[src/rtl/mmu_pkg.sv]
// mmu_pkg
//   Shared definitions for the TLB refill path: walker state encoding,
//   EntryLo/PTE field positions, the unmapped-segment code and the VPN2
//   slice of a virtual address, plus the page-table address helper.
package mmu_pkg;

  typedef enum logic [2:0] {
    ST_IDLE    = 3'd0,
    ST_RD_EVEN = 3'd1,
    ST_RD_ODD  = 3'd2,
    ST_WRITE   = 3'd3,
    ST_FAULT   = 3'd4
  } walk_state_e;

  // EntryLo / PTE layout (identical formats)
  localparam int PFN_HI = 25;
  localparam int PFN_LO = 6;
  localparam int D_BIT  = 2;
  localparam int V_BIT  = 1;

  // vaddr[31:30] value of the unmapped kernel segment
  localparam logic [1:0] KSEG_UNMAPPED = 2'b10;

  // VPN2 slice and the bit that picks the odd page of the pair
  localparam int VPN2_HI     = 31;
  localparam int VPN2_LO     = 13;
  localparam int VPN2_W      = VPN2_HI - VPN2_LO + 1;
  localparam int ODD_SEL_BIT = 12;

  // Address of the even PTE of a pair: each pair is 8 bytes, indexed by VPN2.
  // The sum wraps modulo 2^32.
  function automatic logic [31:0] pte_pair_addr(input logic [31:0]       base,
                                                input logic [VPN2_W-1:0] vpn2);
    return base + {{(32 - VPN2_W - 3){1'b0}}, vpn2, 3'b000};
  endfunction

endpackage

[src/rtl/tlb_victim_ctr.sv]
// tlb_victim_ctr
//   Free-running replacement-victim counter. Advances every clock and wraps
//   from ENTRIES-1 back to WIRED, so wired entries are never offered.
// Ports:
//   clock    in   system clock
//   reset    in   synchronous, active-low reset (counter -> WIRED)
//   o_victim out  current victim index
module tlb_victim_ctr #(
  parameter int ENTRIES = 16,
  parameter int WIRED   = 0,
  parameter int IDX_W   = 4
) (
  input  logic             clock,
  input  logic             reset,
  output logic [IDX_W-1:0] o_victim
);

  logic [IDX_W-1:0] r_cnt;

  always_ff @(posedge clock) begin
    if (!reset)
      r_cnt <= IDX_W'(WIRED);
    else if (r_cnt == IDX_W'(ENTRIES - 1))
      r_cnt <= IDX_W'(WIRED);
    else
      r_cnt <= r_cnt + IDX_W'(1);
  end

  assign o_victim = r_cnt;

endmodule

[src/rtl/tlb_refill_walker.sv]
// tlb_refill_walker
//   Hardware TLB refill engine. On an accepted miss it reads the even/odd
//   PTE pair from a linear page table, then writes EntryHi/EntryLo0/EntryLo1
//   into the TLB at a victim index, or reports a fault when the address is
//   in the unmapped segment or the selected PTE is invalid.
// Ports:
//   clock, reset                      clock; synchronous active-low reset
//   miss_valid/miss_vaddr/miss_ready  miss handshake (ready only when idle)
//   ptbase                            page-table base (8-byte aligned)
//   mem_req/mem_addr/mem_ack/mem_rdata  single-beat read port
//   tlb_we/tlb_index/tlb_entry_hi/lo0/lo1  TLB write port
//   done/fault                        walk-complete pulse, fault qualifier
// Optional feature (macro TLB_WALK_STATS_EN):
//   adds walk_count/fault_count saturating statistics outputs.
module tlb_refill_walker
  import mmu_pkg::*;
#(
  parameter int ENTRIES = 16,
  parameter int IDX_W   = 4,
  parameter int WIRED   = 0
) (
  input  logic        clock,
  input  logic        reset,
  input  logic        miss_valid,
  input  logic [31:0] miss_vaddr,
  output logic        miss_ready,
  input  logic [31:0] ptbase,
  output logic        mem_req,
  output logic [31:0] mem_addr,
  input  logic        mem_ack,
  input  logic [31:0] mem_rdata,
  output logic        tlb_we,
  output logic [31:0] tlb_index,
  output logic [31:0] tlb_entry_hi,
  output logic [31:0] tlb_entry_lo0,
  output logic [31:0] tlb_entry_lo1,
  output logic        done,
  output logic        fault
`ifdef TLB_WALK_STATS_EN
  ,
  output logic [31:0] walk_count,
  output logic [31:0] fault_count
`endif
);

  walk_state_e       r_state;
  walk_state_e       w_next;
  logic [VPN2_W-1:0] r_vpn2;
  logic              r_odd;
  logic [31:0]       r_even_addr;
  logic [IDX_W-1:0]  r_victim;
  logic [31:0]       r_lo0;
  logic [31:0]       r_entry_hi;
  logic [31:0]       r_entry_lo0;
  logic [31:0]       r_entry_lo1;
  logic [31:0]       r_index;
  logic [IDX_W-1:0]  w_victim;
  logic              w_accept;
  logic              w_unmapped;
  logic [31:0]       w_sel_pte;
  logic              w_sel_valid;
  logic              w_unused_vaddr_lo;

  tlb_victim_ctr #(
    .ENTRIES (ENTRIES),
    .WIRED   (WIRED),
    .IDX_W   (IDX_W)
  ) u_victim (
    .clock    (clock),
    .reset    (reset),
    .o_victim (w_victim)
  );

  assign w_accept    = miss_valid && (r_state == ST_IDLE);
  assign w_unmapped  = (miss_vaddr[31:30] == KSEG_UNMAPPED);
  // The odd PTE is only ever examined in the cycle it arrives on mem_rdata.
  assign w_sel_pte   = r_odd ? mem_rdata : r_lo0;
  assign w_sel_valid = w_sel_pte[V_BIT];
  // Page-offset bits below the odd/even selector play no part in a walk.
  assign w_unused_vaddr_lo = ^miss_vaddr[ODD_SEL_BIT-1:0];

  always_ff @(posedge clock) begin
    if (!reset)
      r_state <= ST_IDLE;
    else
      r_state <= w_next;
  end

  always_comb begin
    w_next = r_state;
    case (r_state)
      ST_IDLE:    if (w_accept) w_next = w_unmapped ? ST_FAULT : ST_RD_EVEN;
      ST_RD_EVEN: if (mem_ack)  w_next = ST_RD_ODD;
      ST_RD_ODD:  if (mem_ack)  w_next = w_sel_valid ? ST_WRITE : ST_FAULT;
      ST_WRITE:   w_next = ST_IDLE;
      ST_FAULT:   w_next = ST_IDLE;
      default:    w_next = ST_IDLE;
    endcase
  end

  always_comb begin
    miss_ready = 1'b0;
    mem_req    = 1'b0;
    mem_addr   = 32'd0;
    tlb_we     = 1'b0;
    done       = 1'b0;
    fault      = 1'b0;
    case (r_state)
      ST_IDLE:    miss_ready = 1'b1;
      ST_RD_EVEN: begin
        mem_req  = 1'b1;
        mem_addr = r_even_addr;
      end
      ST_RD_ODD:  begin
        mem_req  = 1'b1;
        mem_addr = r_even_addr + 32'd4;
      end
      ST_WRITE:   begin
        tlb_we = 1'b1;
        done   = 1'b1;
      end
      ST_FAULT:   begin
        done  = 1'b1;
        fault = 1'b1;
      end
      default:    ;
    endcase
  end

  // Walk context is captured at accept; the TLB-facing registers are only
  // loaded on the edge into WRITE, so they hold across faults and idle time.
  always_ff @(posedge clock) begin
    if (!reset) begin
      r_vpn2      <= '0;
      r_odd       <= 1'b0;
      r_even_addr <= 32'd0;
      r_victim    <= '0;
      r_lo0       <= 32'd0;
      r_entry_hi  <= 32'd0;
      r_entry_lo0 <= 32'd0;
      r_entry_lo1 <= 32'd0;
      r_index     <= 32'd0;
    end else begin
      if (w_accept) begin
        r_vpn2      <= miss_vaddr[VPN2_HI:VPN2_LO];
        r_odd       <= miss_vaddr[ODD_SEL_BIT];
        r_even_addr <= pte_pair_addr(ptbase, miss_vaddr[VPN2_HI:VPN2_LO]);
        r_victim    <= w_victim;
      end
      if ((r_state == ST_RD_EVEN) && mem_ack)
        r_lo0 <= mem_rdata;
      if ((r_state == ST_RD_ODD) && mem_ack && w_sel_valid) begin
        r_entry_hi  <= {r_vpn2, {VPN2_LO{1'b0}}};
        r_entry_lo0 <= r_lo0;
        r_entry_lo1 <= mem_rdata;
        r_index     <= {{(32 - IDX_W){1'b0}}, r_victim};
      end
    end
  end

  assign tlb_entry_hi  = r_entry_hi;
  assign tlb_entry_lo0 = r_entry_lo0;
  assign tlb_entry_lo1 = r_entry_lo1;
  assign tlb_index     = r_index;

`ifdef TLB_WALK_STATS_EN
  logic [31:0] r_walk_count;
  logic [31:0] r_fault_count;

  always_ff @(posedge clock) begin
    if (!reset) begin
      r_walk_count  <= 32'd0;
      r_fault_count <= 32'd0;
    end else begin
      if (w_accept && (r_walk_count != 32'hFFFF_FFFF))
        r_walk_count <= r_walk_count + 32'd1;
      if ((r_state == ST_FAULT) && (r_fault_count != 32'hFFFF_FFFF))
        r_fault_count <= r_fault_count + 32'd1;
    end
  end

  assign walk_count  = r_walk_count;
  assign fault_count = r_fault_count;
`endif

endmodule

[config.mk]
export PLATFORM = sky130hd
export DESIGN_NAME = tlb_refill_walker
export DESIGN_NICKNAME = d
export VERILOG_FILES = /design/src/rtl/mmu_pkg.sv /design/src/rtl/tlb_victim_ctr.sv /design/src/rtl/tlb_refill_walker.sv
export SDC_FILE = /design/constraint.sdc
export NUM_CORES = 1
export LEC_CHECK = 0
export BUFFER_PORTS_ARGS = -buffer_cell sky130_fd_sc_hd__buf_2
export CORE_MARGIN = 2
export CORE_UTILIZATION = 40
export DETAILED_ROUTE_END_ITERATION = 8
export SYNTH_ARGS = -nofsm -noshare
export SYNTH_HDL_FRONTEND = slang
export SYNTH_SLANG_ARGS = --single-unit
[constraint.sdc]
create_clock -name clock -period 2.6 [get_ports clock]
set_input_delay 0.26 -clock clock [delete_from_list [all_inputs] [get_ports clock]]
set_output_delay 0.26 -clock clock [all_outputs]
set_load 0.005 [all_outputs]
---- Word level (Yosys, flattened, before mapping) ----
Index checks and enable logic that the tools add are counted.
W data, S select, Z words.
word-level totals
  register bits ........................... 182
  output and inout bits ................... 165
cells by class
  add/subtract/negate cells ............... 3
  equality and inequality tests ........... 9
  mux-type cells .......................... 13
  bitwise gates (word level) .............. 1
  reductions and logical operators ........ 9
operators with widths
  operator                 number
  $pmux W32 S2             1
  $add A32 B22 Y32         1
  $add A32 B3 Y32 const B  1
  $mux W3                  5
  $pmux W3 S3              1
  $eq A3 B2 Y1 const B     2
  $ne A2 B2 Y1 const B     3
  $reduce_or A2 Y1         3
  $mux W1                  5
  $add A4 B1 Y4 const B    1
  $eq A4 B4 Y1 const B     1
  $logic_and A1 B1 Y1      4
  $eq A3 B1 Y1 const B     1
  $eq A3 B3 Y1 const B     1
  $logic_not A3 Y1         1
  $reduce_and A3 Y1        1
  $eq A2 B2 Y1 const B     1
  $mux W2                  1
  $not A1 Y1               1

---- Depth between registers and ports, before layout ----
Gate-level depths: netlist of run 1.
  word-level depth ........................ 4
  mapped depth ............................ 10

---- By module ----
Synthesis of run 1 repeated with hierarchy kept, for this count alone.
second synthesis, totals
  cell total of the unflattened synthesis .. 1203
  area, all modules ....................... 9044.9 µm²
by module, submodules not included
  module             times used  cells an instance  area each (µm²)
  tlb_refill_walker  1           1187               8886.0
  tlb_victim_ctr     1           16                 158.9

---- Worst setup path before layout of run 1 ----
No wires, ideal clock.
  kind .................................... input-to-reg
  from .................................... input port miss_vaddr[13]
  to ...................................... register r_even_addr[13]
  arrival time ............................ 2.098 ns
  required time ........................... 2.463 ns
  path slack .............................. 0.365 ns
  stages .................................. 9
  cell sequence ........................... ha_1 fa_1 a21oi_1 o21ai_0 a311o_1 a21oi_1 o21a_1 xor2_1 a211oi_1
on the way
  cells in the longest elaborated chain, start to end .. 1
RTL lines
  item                  line                      RTL
  from (decl)           tlb_refill_walker.sv:25   input logic [31:0] miss_vaddr,
  $add A32 B22 Y32      mmu_pkg.sv:34             return base + {{(32 - VPN2_W - 3){1'b0}}, vpn2, 3'b000};
  to (signal assigned)  tlb_refill_walker.sv:147  r_even_addr <= pte_pair_addr(ptbase, miss_vaddr[VPN2_HI:VPN2_LO]);
  to (decl)             tlb_refill_walker.sv:50   logic [31:0] r_even_addr;
No other way between the ends.
A chain may end at the register's enable or synchronous reset.

---- Final worst setup path of run 1 ----
  from .................................... register r_even_addr[10]
  to ...................................... output port mem_addr[23]
on the way
  cells in the longest elaborated chain, start to end .. 2
RTL lines
  item             line                      RTL
  $add A32 B3 Y32  tlb_refill_walker.sv:116  mem_addr = r_even_addr + 32'd4;
  $pmux W32 S2     tlb_refill_walker.sv:108  case (r_state)
  to (decl)        tlb_refill_walker.sv:29   output logic [31:0] mem_addr,
No other way between the ends.

==> flow_summary.html, run 1 <==
<table>
<tr><th>Metric</th><th>Value</th></tr>
<tr><th colspan="2">Run status</th></tr>
<tr><td>Status</td><td>complete, no violations</td></tr>
<tr><th colspan="2">Detailed routing</th></tr>
<tr><td>Pre-antenna DRT Iters</td><td>5</td></tr>
<tr><td>Number of nets with antenna violations after routing</td><td>0</td></tr>
<tr><td>Number of vias after detailed routing</td><td>8170</td></tr>
<tr><td>Mean routed wirelength per cell</td><td>14.82 um</td></tr>
<tr><td>Total wire length after detailed routing</td><td>24030 um</td></tr>
<tr><td>Initial detailed-routing violation count</td><td>450</td></tr>
<tr><td>Routed vias/inst</td><td>5.037</td></tr>
<tr><td>Residual DRC count</td><td>0</td></tr>
<tr><th colspan="2">Logic synthesis</th></tr>
<tr><td>Ys Warns</td><td>0</td></tr>
<tr><td>Sequential cell area fraction in the yosys report</td><td>0.4241</td></tr>
<tr><td>Primary FF master, synth</td><td>dfxtp_1</td></tr>
<tr><td>Register bit count reported by yosys</td><td>182</td></tr>
<tr><td>Number of synthesized flops with an enable pin</td><td>0</td></tr>
<tr><td>Post-synthesis cell type with the largest combined area</td><td>dfxtp_1</td></tr>
<tr><td>Most numerous cell types in the synthesized netlist</td><td>nand2_1, a21oi_1, dfxtp_1</td></tr>
<tr><td>Area share of the largest cell type after synthesis</td><td>0.4241</td></tr>
<tr><td>Top-count cell post-synth</td><td>nand2_1</td></tr>
<tr><td>Number of cells produced by synthesis</td><td>1144</td></tr>
<tr><td>Proportion of synthesized flip-flops having asynchronous set or reset</td><td>0</td></tr>
<tr><td>Post-Synthesis Mean Instance Area</td><td>7.510 um^2</td></tr>
<tr><td>Number of distinct library cells after synthesis</td><td>63</td></tr>
<tr><td>Synth top area cells</td><td>dfxtp_1, nand2_1, a21oi_1</td></tr>
<tr><td>Area of the mapped netlist</td><td>8592 um^2</td></tr>
<tr><th colspan="2">Clock network</th></tr>
<tr><td>Clock insertion delay at the later pin of the skew report</td><td>0.43 ns</td></tr>
<tr><td>Maximum level of the CTS H-tree</td><td>4</td></tr>
<tr><td>Max Buffers Root-to-Sink</td><td>2</td></tr>
<tr><td>CTS Root Cell</td><td>clkbuf_16</td></tr>
<tr><td>Number of clock sinks</td><td>182</td></tr>
<tr><td>Number of clock buffers inserted by TritonCTS</td><td>17</td></tr>
<tr><td>Clock transition at path regs</td><td>0.07 ns</td></tr>
<tr><td>Number of hold buffers added after cts</td><td>0</td></tr>
<tr><td>TritonCTS clock tree</td><td>built</td></tr>
<tr><th colspan="2">GRT</th></tr>
<tr><td>Global-route track usage on met2</td><td>0.3148</td></tr>
<tr><td>Vias in the first global route</td><td>7023</td></tr>
<tr><td>Most congested layer reported by global routing</td><td>met2</td></tr>
<tr><td>Global-route wire length before repair</td><td>36660 um</td></tr>
<tr><td>Met1 track demand over resource</td><td>0.2847</td></tr>
<tr><td>Number of antenna violations at the first check in global routing</td><td>2</td></tr>
<tr><td>Overall Global Routing Usage</td><td>0.2052</td></tr>
<tr><td>Met3 Usage GRT</td><td>0.04000</td></tr>
<tr><td>Maximum number of pins on one net before global-route repair</td><td>88</td></tr>
<tr><td>Remaining global-route overflow</td><td>0</td></tr>
<tr><th colspan="2">Power and ir drop</th></tr>
<tr><td>Switching power</td><td>2.142 mW</td></tr>
<tr><td>Switching power share of the total</td><td>0.3134</td></tr>
<tr><td>Leakage power summed over all cells</td><td>4.361 nW</td></tr>
<tr><td>Total power</td><td>6.837 mW</td></tr>
<tr><td>Max VDD drop</td><td>0.4687 mV</td></tr>
<tr><td>Share of total power in combinational logic</td><td>0.174</td></tr>
<tr><td>Share of total power in the clock network</td><td>0.372</td></tr>
<tr><td>P per Cell Area</td><td>649.9 nW/um^2</td></tr>
<tr><td>Internal power of the cells</td><td>4.694 mW</td></tr>
<tr><td>Seq pwr share</td><td>0.454</td></tr>
<tr><th colspan="2">Floorplanning</th></tr>
<tr><td>CORE AREA</td><td>21020 um^2</td></tr>
<tr><td>Standard-cell row count</td><td>53</td></tr>
<tr><td>Initial standard-cell utilization of the core</td><td>0.4087</td></tr>
<tr><td>Total Die Area</td><td>22670 um^2</td></tr>
<tr><td>I/O pin count</td><td>265</td></tr>
<tr><td>Chip width</td><td>150.6 um</td></tr>
<tr><td>Die outline height</td><td>150.6 um</td></tr>
<tr><th colspan="2">Worst setup path</th></tr>
<tr><td>Data required time of the worst path</td><td>2.34 ns</td></tr>
<tr><td>Cell seen most often among critical-path stages</td><td>nand3_1</td></tr>
<tr><td>CP Data Arrival Time</td><td>2.32 ns</td></tr>
<tr><td>Endpoint kind of the worst setup timing path</td><td>output pin</td></tr>
<tr><td>Crit path max fanout</td><td>6</td></tr>
<tr><td>Cell-by-cell listing of the critical path</td><td>nand3_1, or2_2, nor4_2, nand3_1, xor2_1, o21ai_0, buf_2</td></tr>
<tr><td>Critical-path top delay cell</td><td>nor4_2</td></tr>
<tr><td>Crit-path max cell delay</td><td>0.40 ns</td></tr>
<tr><td>Class of the most critical setup path</td><td>flop to output pin</td></tr>
<tr><td>Critical path startpoint category</td><td>flop</td></tr>
<tr><th colspan="2">Timing</th></tr>
<tr><td>Clock skew after layout</td><td>0.01409 ns</td></tr>
<tr><td>Setup repair after global routing missed its margin</td><td>yes</td></tr>
<tr><td>Final period util</td><td>0.9912</td></tr>
<tr><td>Worst-Margin Slew</td><td>0.6658 ns</td></tr>
<tr><td>Final critical path time including I/O delays and setup</td><td>2.577 ns</td></tr>
<tr><td>Highest attainable clock frequency</td><td>388.0 MHz</td></tr>
<tr><td>Setup TNS after final layout</td><td>0 ns</td></tr>
<tr><td>Worst slack on hold paths</td><td>0.06738 ns</td></tr>
<tr><td>Remaining max-slew budget at the tightest pin</td><td>0.5561</td></tr>
<tr><td>Endpoints failing setup</td><td>0</td></tr>
<tr><td>Final-report max-slew violation count</td><td>0</td></tr>
<tr><td>Worst setup margin</td><td>0.02290 ns</td></tr>
<tr><td>Final-report hold violation count</td><td>0</td></tr>
<tr><th colspan="2">Flow run</th></tr>
<tr><td>Max-cap violation count</td><td>0</td></tr>
<tr><th colspan="2">Placed design</th></tr>
<tr><td>Gp weighted congestion</td><td>0.8673</td></tr>
<tr><td>Number of port buffers</td><td>211</td></tr>
<tr><td>Detailed-placement wirelength estimate</td><td>17330 um</td></tr>
<tr><td>Pre-CTS setup slack</td><td>0.04365 ns</td></tr>
<tr><td>Placed instance count</td><td>1586</td></tr>
<tr><th colspan="2">Final layout</th></tr>
<tr><td>Layout net count</td><td>1454</td></tr>
<tr><td>Non-filler cells in the finished layout</td><td>1622</td></tr>
<tr><td>Fill cell instance count of the final layout</td><td>2134</td></tr>
<tr><td>Area growth from synthesis to final layout</td><td>22.44%</td></tr>
<tr><td>Layout cell share with drive strength beyond 1</td><td>0.2312</td></tr>
<tr><th colspan="2">Min path</th></tr>
<tr><td>Classification of the worst-slack hold path</td><td>input pin to flop</td></tr>
</table>
[final cells by class]
cell class                      count  area (um^2)  share of cell area
Antenna cell                        2        5.005           0.0004757
Clock buffer                       17        425.4             0.04044
Clock inverter                     15        160.2             0.01522
Inverter                            9        36.28            0.003449
Multi-Input combinational cell    880         4532              0.4308
Sequential cell                   182         3654              0.3473
Tap cell                          275        344.1             0.03271
Timing Repair Buffer              242         1364              0.1296
[critical path, delay by kind of cell (launching register included)]
family / cells / cell delay, ns
and+or+nand+nor: 4 / 1.04
DFF: 1 / 0.38
AOI/OAI and AO/OA: 1 / 0.17
xor gates and xnor gates: 1 / 0.16
buffers and inverters: 1 / 0.15
[power by group through the flow]
stage / Sequential, mW / Combinational, mW / Clock, mW
after floorplan: 3.11 / 0.804 / 0
after global placement: 3.15 / 1.17 / 0
final: 3.10 / 1.19 / 2.55
after CTS: 3.09 / 1.19 / 2.61
after global routing: 3.12 / 1.33 / 2.72
after detailed placement: 3.16 / 1.18 / 0
[registers in the layout (all words and copies together) (netlist names)]
register           count
r_even_addr           32
r_lo0                 32
r_odd                  1
r_state                3
r_victim               4
r_vpn2                19
tlb_entry_hi          19
tlb_entry_lo0         32
tlb_entry_lo1         32
tlb_index              4
u_victim.o_victim      4
[logic make-up (layout without fill, tap and decap cells)]
logic type,count (synthesis),after routing,synth area share
xor gates and xnor gates,31,31,0.03160
other,1,43,0.0004365
muxes,3,3,0.003495
and+or+nand+nor,479,479,0.2291
AOI/OAI and AO/OA,304,304,0.2040
adders and majority gates,22,22,0.03291
buffers and inverters,122,283,0.07441
DFF,182,182,0.4241
[worst paths after layout]
check | start | to | slack (ns) | cells after the start
max | r_even_addr[10] | mem_addr[23] | 0.02 | 7
max reg2reg | r_state[1] | r_even_addr[24] | 0.58 | 7
min | miss_vaddr[12] | r_odd | 0.07 | 3
min reg2reg | r_lo0[3] | tlb_entry_lo0[3] | 0.45 | 2
[metal layers]
metal  part of all wire  wire length [um]
met1               0.47             11220
met3              0.056              1353
met4              0.022               527
met2               0.45             10930
met5                  0                 0
[through the flow]
stage / utilization / cell area (um^2)
after detailed placement: 0.4684 / 9847
after global placement: 0.4684 / 9847
after global routing: 0.5004 / 10520
after CTS: 0.4975 / 10460
after floorplan: - / 8742
final: 0.5004 / 10520
[placed cells by master, fill, tap and decap left out, types with 3 or more instances in the layout]
cell	netlist	routed
a21o_1	5	5
clkbuf_16	0	17
xor2_1	20	20
and2_1	7	5
o31ai_1	5	5
nor2_1	39	35
inv_8	0	5
o21ai_0	55	52
buf_4	42	25
and2_2	1	3
o211ai_1	3	3
inv_1	8	8
conb_1	1	41
ha_1	21	20
a211oi_1	5	5
nand2_2	1	3
buf_2	18	211
nor2_2	0	3
a21oi_1	189	189
buf_12	0	6
nand3_1	23	22
nand4_1	7	7
a31oi_1	10	10
clkinv_8	0	3
dfxtp_1	182	178
mux2i_1	3	3
and3_1	12	10
nor3_1	6	6
nand2_1	363	361
o21ai_1	5	8
xnor2_1	11	11
[what timing repair did]
action | in CTS | in global routing
buffers inserted | 0 | 2
pin swaps | 0 | 6
setup endpoints to repair | 10 | 12
resized for setup | 10 | 14
cloned | 0 | 0
Note: power is estimated with default switching activity, not from simulation.
==> run 2, diff against run 1 <==
==> constraint.sdc (replaced) <==
create_clock -name clock -period 2.6 [get_ports clock]
set_input_delay 0.26 -clock clock [delete_from_list [all_inputs] [get_ports clock]]
set_output_delay 0.26 -clock clock [all_outputs]
set_load 0.05 [all_outputs]
==> flow_summary.html, run 2 (same netlist as run 1, synthesis figures left out) <==
<table>
<tr><th>Metric</th><th>Value</th></tr>
<tr><th colspan="2">Floorplanning</th></tr>
<tr><td>Chip width</td><td>150.6 um (unchanged)</td></tr>
<tr><td>Die outline height</td><td>150.6 um (unchanged)</td></tr>
<tr><td>Initial standard-cell utilization of the core</td><td>0.4087 (unchanged)</td></tr>
<tr><td>Standard-cell row count</td><td>53 (unchanged)</td></tr>
<tr><td>I/O pin count</td><td>265 (unchanged)</td></tr>
<tr><td>Total Die Area</td><td>22670 um^2 (unchanged)</td></tr>
<tr><td>CORE AREA</td><td>21020 um^2 (unchanged)</td></tr>
<tr><th colspan="2">Final layout</th></tr>
<tr><td>Layout net count</td><td>1458 (was 1454)</td></tr>
<tr><td>Top library cells by usage in the layout, fill and taps aside</td><td>nand2_1, buf_2, a21oi_1 (unchanged)</td></tr>
<tr><td>Most common cell after layout, fill and taps aside</td><td>nand2_1 (unchanged)</td></tr>
<tr><td>Non-filler cells in the finished layout</td><td>1625 (was 1622)</td></tr>
<tr><td>Area growth from synthesis to final layout</td><td>24.32% (was 22.44%)</td></tr>
<tr><td>Layout cell share with drive strength beyond 1</td><td>0.2394 (was 0.2312)</td></tr>
<tr><th colspan="2">Power and ir drop</th></tr>
<tr><td>Leakage power summed over all cells</td><td>4.442 nW (was 4.361 nW)</td></tr>
<tr><td>Max VDD drop</td><td>0.4311 mV (was 0.4687 mV)</td></tr>
<tr><td>Total power</td><td>7.190 mW (was 6.837 mW)</td></tr>
<tr><td>P per Cell Area</td><td>673.1 nW/um^2 (was 649.9 nW/um^2)</td></tr>
<tr><th colspan="2">GRT</th></tr>
<tr><td>Global-route wire length before repair</td><td>37370 um (was 36660 um)</td></tr>
<tr><td>Overall Global Routing Usage</td><td>0.2062 (was 0.2052)</td></tr>
<tr><td>Vias in the first global route</td><td>7199 (was 7023)</td></tr>
<tr><td>Number of antenna violations at the first check in global routing</td><td>1 (was 2)</td></tr>
<tr><td>Maximum number of pins on one net before global-route repair</td><td>88 (unchanged)</td></tr>
<tr><td>Remaining global-route overflow</td><td>0 (unchanged)</td></tr>
<tr><th colspan="2">Worst setup path</th></tr>
<tr><td>Setup slack of the most critical reg-to-reg path</td><td>0.50 ns (was 0.58 ns)</td></tr>
<tr><td>Startpoint of the most critical register-to-register path</td><td>r_state[1] (unchanged)</td></tr>
<tr><td>R2R Path End</td><td>r_even_addr[24] (unchanged)</td></tr>
<tr><td>Endpoint kind of the worst setup timing path</td><td>output pin (unchanged)</td></tr>
<tr><td>Critical path startpoint category</td><td>flop (unchanged)</td></tr>
<tr><td>Class of the most critical setup path</td><td>flop to output pin (unchanged)</td></tr>
<tr><td>Data required time of the worst path</td><td>2.34 ns (about the same)</td></tr>
<tr><td>Beginning of the critical path</td><td>r_even_addr[2] (was r_even_addr[10])</td></tr>
<tr><td>CP Data Arrival Time</td><td>2.25 ns (was 2.32 ns)</td></tr>
<tr><td>Critical Path Sink</td><td>mem_addr[23] (unchanged)</td></tr>
<tr><td>Crit path max fanout</td><td>5 (was 6)</td></tr>
<tr><td>Reg2reg path depth</td><td>5 (was 7)</td></tr>
<tr><th colspan="2">Detailed routing</th></tr>
<tr><td>Number of nets with antenna violations after routing</td><td>0 (unchanged)</td></tr>
<tr><td>Routed metal-1 wire length</td><td>11230 um (was 11220 um)</td></tr>
<tr><td>Residual DRC count</td><td>0 (unchanged)</td></tr>
<tr><td>Highest signal layer in the routed design</td><td>met4 (unchanged)</td></tr>
<tr><td>Number of vias after detailed routing</td><td>8213 (was 8170)</td></tr>
<tr><td>Routed vias/inst</td><td>5.054 (was 5.037)</td></tr>
<tr><td>Mean routed wirelength per cell</td><td>14.79 um (was 14.82 um)</td></tr>
<tr><td>Routed length on met2</td><td>10980 um (was 10930 um)</td></tr>
<tr><td>Total wire length after detailed routing</td><td>24030 um (about the same)</td></tr>
<tr><td>Routed met3 length</td><td>1508 um (was 1353 um)</td></tr>
<tr><td>Initial detailed-routing violation count</td><td>555 (was 450)</td></tr>
<tr><td>Pre-antenna DRT Iters</td><td>5 (unchanged)</td></tr>
<tr><th colspan="2">Timing</th></tr>
<tr><td>Worst slack on hold paths</td><td>0.07470 ns (was 0.06738 ns)</td></tr>
<tr><td>Clock skew after layout</td><td>0.01275 ns (was 0.01409 ns)</td></tr>
<tr><td>Final-report max-slew violation count</td><td>0 (unchanged)</td></tr>
<tr><td>Worst-Margin Slew</td><td>0.5252 ns (was 0.6658 ns)</td></tr>
<tr><td>Highest attainable clock frequency</td><td>398.4 MHz (was 388.0 MHz)</td></tr>
<tr><td>Worst setup margin</td><td>0.09008 ns (was 0.02290 ns)</td></tr>
<tr><td>Final-report hold violation count</td><td>0 (unchanged)</td></tr>
<tr><td>Endpoints failing setup</td><td>0 (unchanged)</td></tr>
<tr><td>Final period util</td><td>0.9654 (was 0.9912)</td></tr>
<tr><td>Remaining max-slew budget at the tightest pin</td><td>0.6472 (was 0.5561)</td></tr>
<tr><td>Final critical path time including I/O delays and setup</td><td>2.510 ns (was 2.577 ns)</td></tr>
<tr><td>Setup TNS after final layout</td><td>0 ns (unchanged)</td></tr>
<tr><th colspan="2">Run status</th></tr>
<tr><td>Status</td><td>complete, no violations (unchanged)</td></tr>
<tr><th colspan="2">Clock network</th></tr>
<tr><td>Max Buffers Root-to-Sink</td><td>2 (unchanged)</td></tr>
<tr><td>CTS Root Cell</td><td>clkbuf_16 (unchanged)</td></tr>
<tr><td>Number of clock sinks</td><td>182 (unchanged)</td></tr>
<tr><td>Maximum level of the CTS H-tree</td><td>4 (unchanged)</td></tr>
<tr><td>Clock transition at path regs</td><td>0.07 ns (about the same)</td></tr>
<tr><td>Number of hold buffers added after cts</td><td>0 (unchanged)</td></tr>
<tr><td>TritonCTS clock tree</td><td>built (unchanged)</td></tr>
<tr><td>Clock insertion delay at the later pin of the skew report</td><td>0.43 ns (about the same)</td></tr>
<tr><td>Number of clock buffers inserted by TritonCTS</td><td>17 (unchanged)</td></tr>
<tr><th colspan="2">Placed design</th></tr>
<tr><td>Pre-CTS setup slack</td><td>0.08444 ns (was 0.04365 ns)</td></tr>
<tr><td>Gp weighted congestion</td><td>0.8683 (was 0.8673)</td></tr>
<tr><td>Detailed-placement wirelength estimate</td><td>17210 um (was 17330 um)</td></tr>
<tr><td>Number of port buffers</td><td>211 (unchanged)</td></tr>
<tr><td>Placed instance count</td><td>1586 (unchanged)</td></tr>
<tr><th colspan="2">Min path</th></tr>
<tr><td>Instance count along the most critical hold path</td><td>3 (unchanged)</td></tr>
<tr><td>Classification of the worst-slack hold path</td><td>input pin to flop (unchanged)</td></tr>
<tr><td>Launch point of the worst hold path</td><td>ptbase[0] (was miss_vaddr[12])</td></tr>
<tr><th colspan="2">Flow run</th></tr>
<tr><td>Max-cap violation count</td><td>0 (unchanged)</td></tr>
</table>
## run 2: cell types whose count changed in the layout (fill, tap and decap cells not counted), sizes merged
cell and delta:
buf +3, clkbuf +1, clkinv +3, clkinvlp -1, diode -1, inv -2
## run 2: timing repair
| item | 4_1_cts | 5_1_grt |
|---|---|---|
| setup buffers | 1 | 5 |
| setup endpoints to repair | 15 | 14 |
| pin swaps | 3 | 4 |
| resized for setup | 20 | 27 |
## run 2: metrics by stage
step / util / area [um^2]
after floorplan: - / 8761
after global placement: 0.4693 / 9866
after detailed placement: 0.4693 / 9866
after CTS: 0.5016 / 10550
after global routing: 0.5081 / 10680
final: 0.5081 / 10680
## run 2: area by class of cell
type	instances	area (um^2)
multi-input combinational	880	4601
clock inverter	15	182.7
tap	275	344.1
antenna	1	2.502
inverter	9	36.28
timing repair buffer	246	1434
sequential	182	3656
fill	2137	10340
clock buffer	17	425.4
## run 2: worst min path at each step
| stage | to |
|---|---|
| after floorplan | r_even_addr[0] |
| after global placement | tlb_entry_lo0[29] |
| after detailed placement | tlb_entry_lo0[18] |
| after CTS | r_even_addr[1] |
| after global routing | r_odd |
| final | r_even_addr[0] |
## run 2: report_power, final
group / internal [mW] / switching (mW)
clock: 1.30 / 1.27
sequential: 2.95 / 0.153
combinational: 0.468 / 1.05
## run 2: metal layers
layer,GRT usage,up-vias
met5,0,-
met4,0.05330,0
met3,0.04636,20
met2,0.3225,243
met1,0.2870,3772
li1,-,4178
## run 2: critical path, stage by stage, from the launching register on
cell and delay, ns:
dfxtp_2 0.37, buf_4 0.13, and3_1 0.17, nand4_1 0.15
buf_4 0.19, nor4_4 0.15, nand3_1 0.13, xor2_1 0.17
o21ai_1 0.18, buf_6 0.18
==> run 3, diff against run 2 <==
- MAX_ROUTING_LAYER: unset -> met4
- RECOVER_POWER: unset -> 50
==> flow_summary.html, run 3 (same netlist as run 1, synthesis figures left out) <==
<table>
<tr><th>Metric</th><th>Value</th></tr>
<tr><th colspan="2">Worst setup path</th></tr>
<tr><td>Endpoint kind of the worst setup timing path</td><td>output pin (unchanged)</td></tr>
<tr><td>Beginning of the critical path</td><td>r_even_addr[2] (unchanged)</td></tr>
<tr><td>Startpoint of the most critical register-to-register path</td><td>r_state[2] (was r_state[1])</td></tr>
<tr><td>Critical Path Sink</td><td>mem_addr[23] (unchanged)</td></tr>
<tr><td>Crit path max fanout</td><td>5 (unchanged)</td></tr>
<tr><td>Reg2reg path depth</td><td>6 (was 5)</td></tr>
<tr><td>R2R Path End</td><td>r_vpn2[13] (was r_even_addr[24])</td></tr>
<tr><td>CP Data Arrival Time</td><td>2.25 ns (about the same)</td></tr>
<tr><td>Class of the most critical setup path</td><td>flop to output pin (unchanged)</td></tr>
<tr><td>Data required time of the worst path</td><td>2.34 ns (about the same)</td></tr>
<tr><td>Setup slack of the most critical reg-to-reg path</td><td>0.31 ns (was 0.50 ns)</td></tr>
<tr><td>Critical path startpoint category</td><td>flop (unchanged)</td></tr>
<tr><th colspan="2">GRT</th></tr>
<tr><td>Maximum number of pins on one net before global-route repair</td><td>88 (unchanged)</td></tr>
<tr><td>Overall Global Routing Usage</td><td>0.2127 (was 0.2062)</td></tr>
<tr><td>Number of antenna violations at the first check in global routing</td><td>1 (unchanged)</td></tr>
<tr><td>Remaining global-route overflow</td><td>0 (unchanged)</td></tr>
<tr><td>Global-route wire length before repair</td><td>37410 um (was 37370 um)</td></tr>
<tr><td>Vias in the first global route</td><td>7197 (was 7199)</td></tr>
<tr><th colspan="2">Detailed routing</th></tr>
<tr><td>Initial detailed-routing violation count</td><td>579 (was 555)</td></tr>
<tr><td>Number of vias after detailed routing</td><td>8214 (was 8213)</td></tr>
<tr><td>Number of nets with antenna violations after routing</td><td>0 (unchanged)</td></tr>
<tr><td>Residual DRC count</td><td>0 (unchanged)</td></tr>
<tr><td>Pre-antenna DRT Iters</td><td>7 (was 5)</td></tr>
<tr><td>Mean routed wirelength per cell</td><td>14.85 um (was 14.79 um)</td></tr>
<tr><td>Total wire length after detailed routing</td><td>24100 um (was 24030 um)</td></tr>
<tr><td>Routed vias/inst</td><td>5.061 (was 5.054)</td></tr>
<tr><th colspan="2">Final layout</th></tr>
<tr><td>Area growth from synthesis to final layout</td><td>22.50% (was 24.32%)</td></tr>
<tr><td>Layout net count</td><td>1456 (was 1458)</td></tr>
<tr><td>Layout cell share with drive strength beyond 1</td><td>0.1685 (was 0.2394)</td></tr>
<tr><td>Most common cell after layout, fill and taps aside</td><td>nand2_1 (unchanged)</td></tr>
<tr><td>Top library cells by usage in the layout, fill and taps aside</td><td>nand2_1, a21oi_1, dfxtp_1 (was nand2_1, buf_2, a21oi_1)</td></tr>
<tr><td>Fill cell instance count of the final layout</td><td>2199 (was 2137)</td></tr>
<tr><td>Core Util, Final</td><td>0.5007 (was 0.5081)</td></tr>
<tr><th colspan="2">Timing</th></tr>
<tr><td>Final-report max-slew violation count</td><td>0 (unchanged)</td></tr>
<tr><td>Worst setup margin</td><td>0.09464 ns (was 0.09008 ns)</td></tr>
<tr><td>Worst slack on hold paths</td><td>0.07267 ns (was 0.07470 ns)</td></tr>
<tr><td>Highest attainable clock frequency</td><td>399.1 MHz (was 398.4 MHz)</td></tr>
<tr><td>Worst-Margin Slew</td><td>0.9962 ns (was 0.5252 ns)</td></tr>
<tr><td>Final critical path time including I/O delays and setup</td><td>2.505 ns (was 2.510 ns)</td></tr>
<tr><td>Final-report hold violation count</td><td>0 (unchanged)</td></tr>
<tr><td>Remaining max-slew budget at the tightest pin</td><td>0.3359 (was 0.6472)</td></tr>
<tr><td>Endpoints failing setup</td><td>0 (unchanged)</td></tr>
<tr><td>Final period util</td><td>0.9636 (was 0.9654)</td></tr>
<tr><td>Clock skew after layout</td><td>0.01411 ns (was 0.01275 ns)</td></tr>
<tr><th colspan="2">Power and ir drop</th></tr>
<tr><td>Max VDD drop</td><td>0.4333 mV (was 0.4311 mV)</td></tr>
<tr><td>P per Cell Area</td><td>682.6 nW/um^2 (was 673.1 nW/um^2)</td></tr>
<tr><td>Leakage power summed over all cells</td><td>4.017 nW (was 4.442 nW)</td></tr>
<tr><th colspan="2">Clock network</th></tr>
<tr><td>Number of clock sinks</td><td>182 (unchanged)</td></tr>
<tr><td>TritonCTS clock tree</td><td>built (unchanged)</td></tr>
<tr><td>Number of hold buffers added after cts</td><td>0 (unchanged)</td></tr>
<tr><td>Clock transition at path regs</td><td>0.08 ns (was 0.07 ns)</td></tr>
<tr><td>Number of clock buffers inserted by TritonCTS</td><td>17 (unchanged)</td></tr>
<tr><td>Maximum level of the CTS H-tree</td><td>4 (unchanged)</td></tr>
<tr><td>CTS Root Cell</td><td>clkbuf_16 (unchanged)</td></tr>
<tr><td>Max Buffers Root-to-Sink</td><td>2 (unchanged)</td></tr>
<tr><td>Clock insertion delay at the later pin of the skew report</td><td>0.43 ns (about the same)</td></tr>
<tr><th colspan="2">Placed design</th></tr>
<tr><td>Detailed-placement wirelength estimate</td><td>17210 um (unchanged)</td></tr>
<tr><td>Number of port buffers</td><td>211 (unchanged)</td></tr>
<tr><td>Gp weighted congestion</td><td>0.8825 (was 0.8683)</td></tr>
<tr><td>Pre-CTS setup slack</td><td>0.08444 ns (unchanged)</td></tr>
<tr><th colspan="2">Min path</th></tr>
<tr><td>Instance count along the most critical hold path</td><td>3 (unchanged)</td></tr>
<tr><td>Classification of the worst-slack hold path</td><td>input pin to flop (unchanged)</td></tr>
<tr><th colspan="2">Floorplanning</th></tr>
<tr><td>Initial standard-cell utilization of the core</td><td>0.4087 (unchanged)</td></tr>
<tr><td>Standard-cell row count</td><td>53 (unchanged)</td></tr>
<tr><td>I/O pin count</td><td>265 (unchanged)</td></tr>
<tr><td>Chip width</td><td>150.6 um (unchanged)</td></tr>
<tr><td>Total Die Area</td><td>22670 um^2 (unchanged)</td></tr>
<tr><td>Die outline height</td><td>150.6 um (unchanged)</td></tr>
<tr><td>CORE AREA</td><td>21020 um^2 (unchanged)</td></tr>
<tr><th colspan="2">Run status</th></tr>
<tr><td>Status</td><td>complete, no violations (unchanged)</td></tr>
<tr><th colspan="2">Flow run</th></tr>
<tr><td>Max-cap violation count</td><td>0 (unchanged)</td></tr>
</table>
## run 3: per-stage QoR
| step | power [mW] | TNS (ns) | instance area (um^2) | instances |
|---|---|---|---|---|
| 5_1_grt | 7.521 | -0.04189 | 10530 | 1623 |
| 2_1_floorplan | 4.238 | -4.066 | 8761 | 1184 |
| 6_report | 7.184 | 0 | 10530 | 1623 |
| 3_5_place_dp | 4.646 | 0 | 9866 | 1586 |
| 4_1_cts | 7.226 | 0 | 10550 | 1619 |
| 3_3_place_gp | 4.634 | 0 | 9866 | 1586 |
## run 3: worst min path at each step
stage	startpoint	slack, ns	end
detailed placement	r_lo0[18]	0.44	tlb_entry_lo0[18]
global route	miss_vaddr[12]	0.05	r_odd
CTS	ptbase[1]	0.05	r_even_addr[1]
global placement	r_lo0[29]	0.44	tlb_entry_lo0[29]
finish	mem_rdata[3]	0.07	r_lo0[3]
floorplan	ptbase[0]	0.40	r_even_addr[0]
## run 3: area by class of cell
cell class,instances,area [um^2],area share
Timing Repair Buffer,244,1284,0.1220
Tap cell,275,344.1,0.03269
Sequential cell,182,3656,0.3474
Clock inverter,15,182.7,0.01736
Clock buffer,17,425.4,0.04042
Multi-Input combinational cell,880,4594,0.4365
Antenna cell,1,2.502,0.0002378
Inverter,9,36.28,0.003447
## run 3: where the power goes
| part | switching (mW) | internal (mW) | leakage [nW] | total (mW) |
|---|---|---|---|---|
| Combinational | 1.05 | 0.459 | 2.25 | 1.51 |
| Clock | 1.27 | 1.30 | 0.291 | 2.57 |
| Sequential | 0.153 | 2.95 | 1.48 | 3.10 |
## run 3: repair_timing
action | in CTS | in global routing
pin swaps | 3 | 4
buffers inserted | 1 | 3
endpoints found under the hold margin | 0 | 0
setup endpoints to repair | 15 | 14
resized for setup | 20 | 27
cloned | 0 | 0
## run 3: critical path, stage by stage (launching register included)
cell	delay, ns
dfxtp_2	0.37
buf_4	0.13
and3_1	0.17
nand4_1	0.15
buf_4	0.20
nor4_4	0.15
nand3_1	0.12
xor2_1	0.16
o21ai_1	0.18
buf_6	0.19
## run 3: layer usage
layer	track usage	share of wire	vias to the layer above
met5	-	0	-
met4	0.05330	0.012	0
met3	0.04333	0.059	19
met2	0.3218	0.46	251
met1	0.2909	0.47	3778
li1	-	-	4166
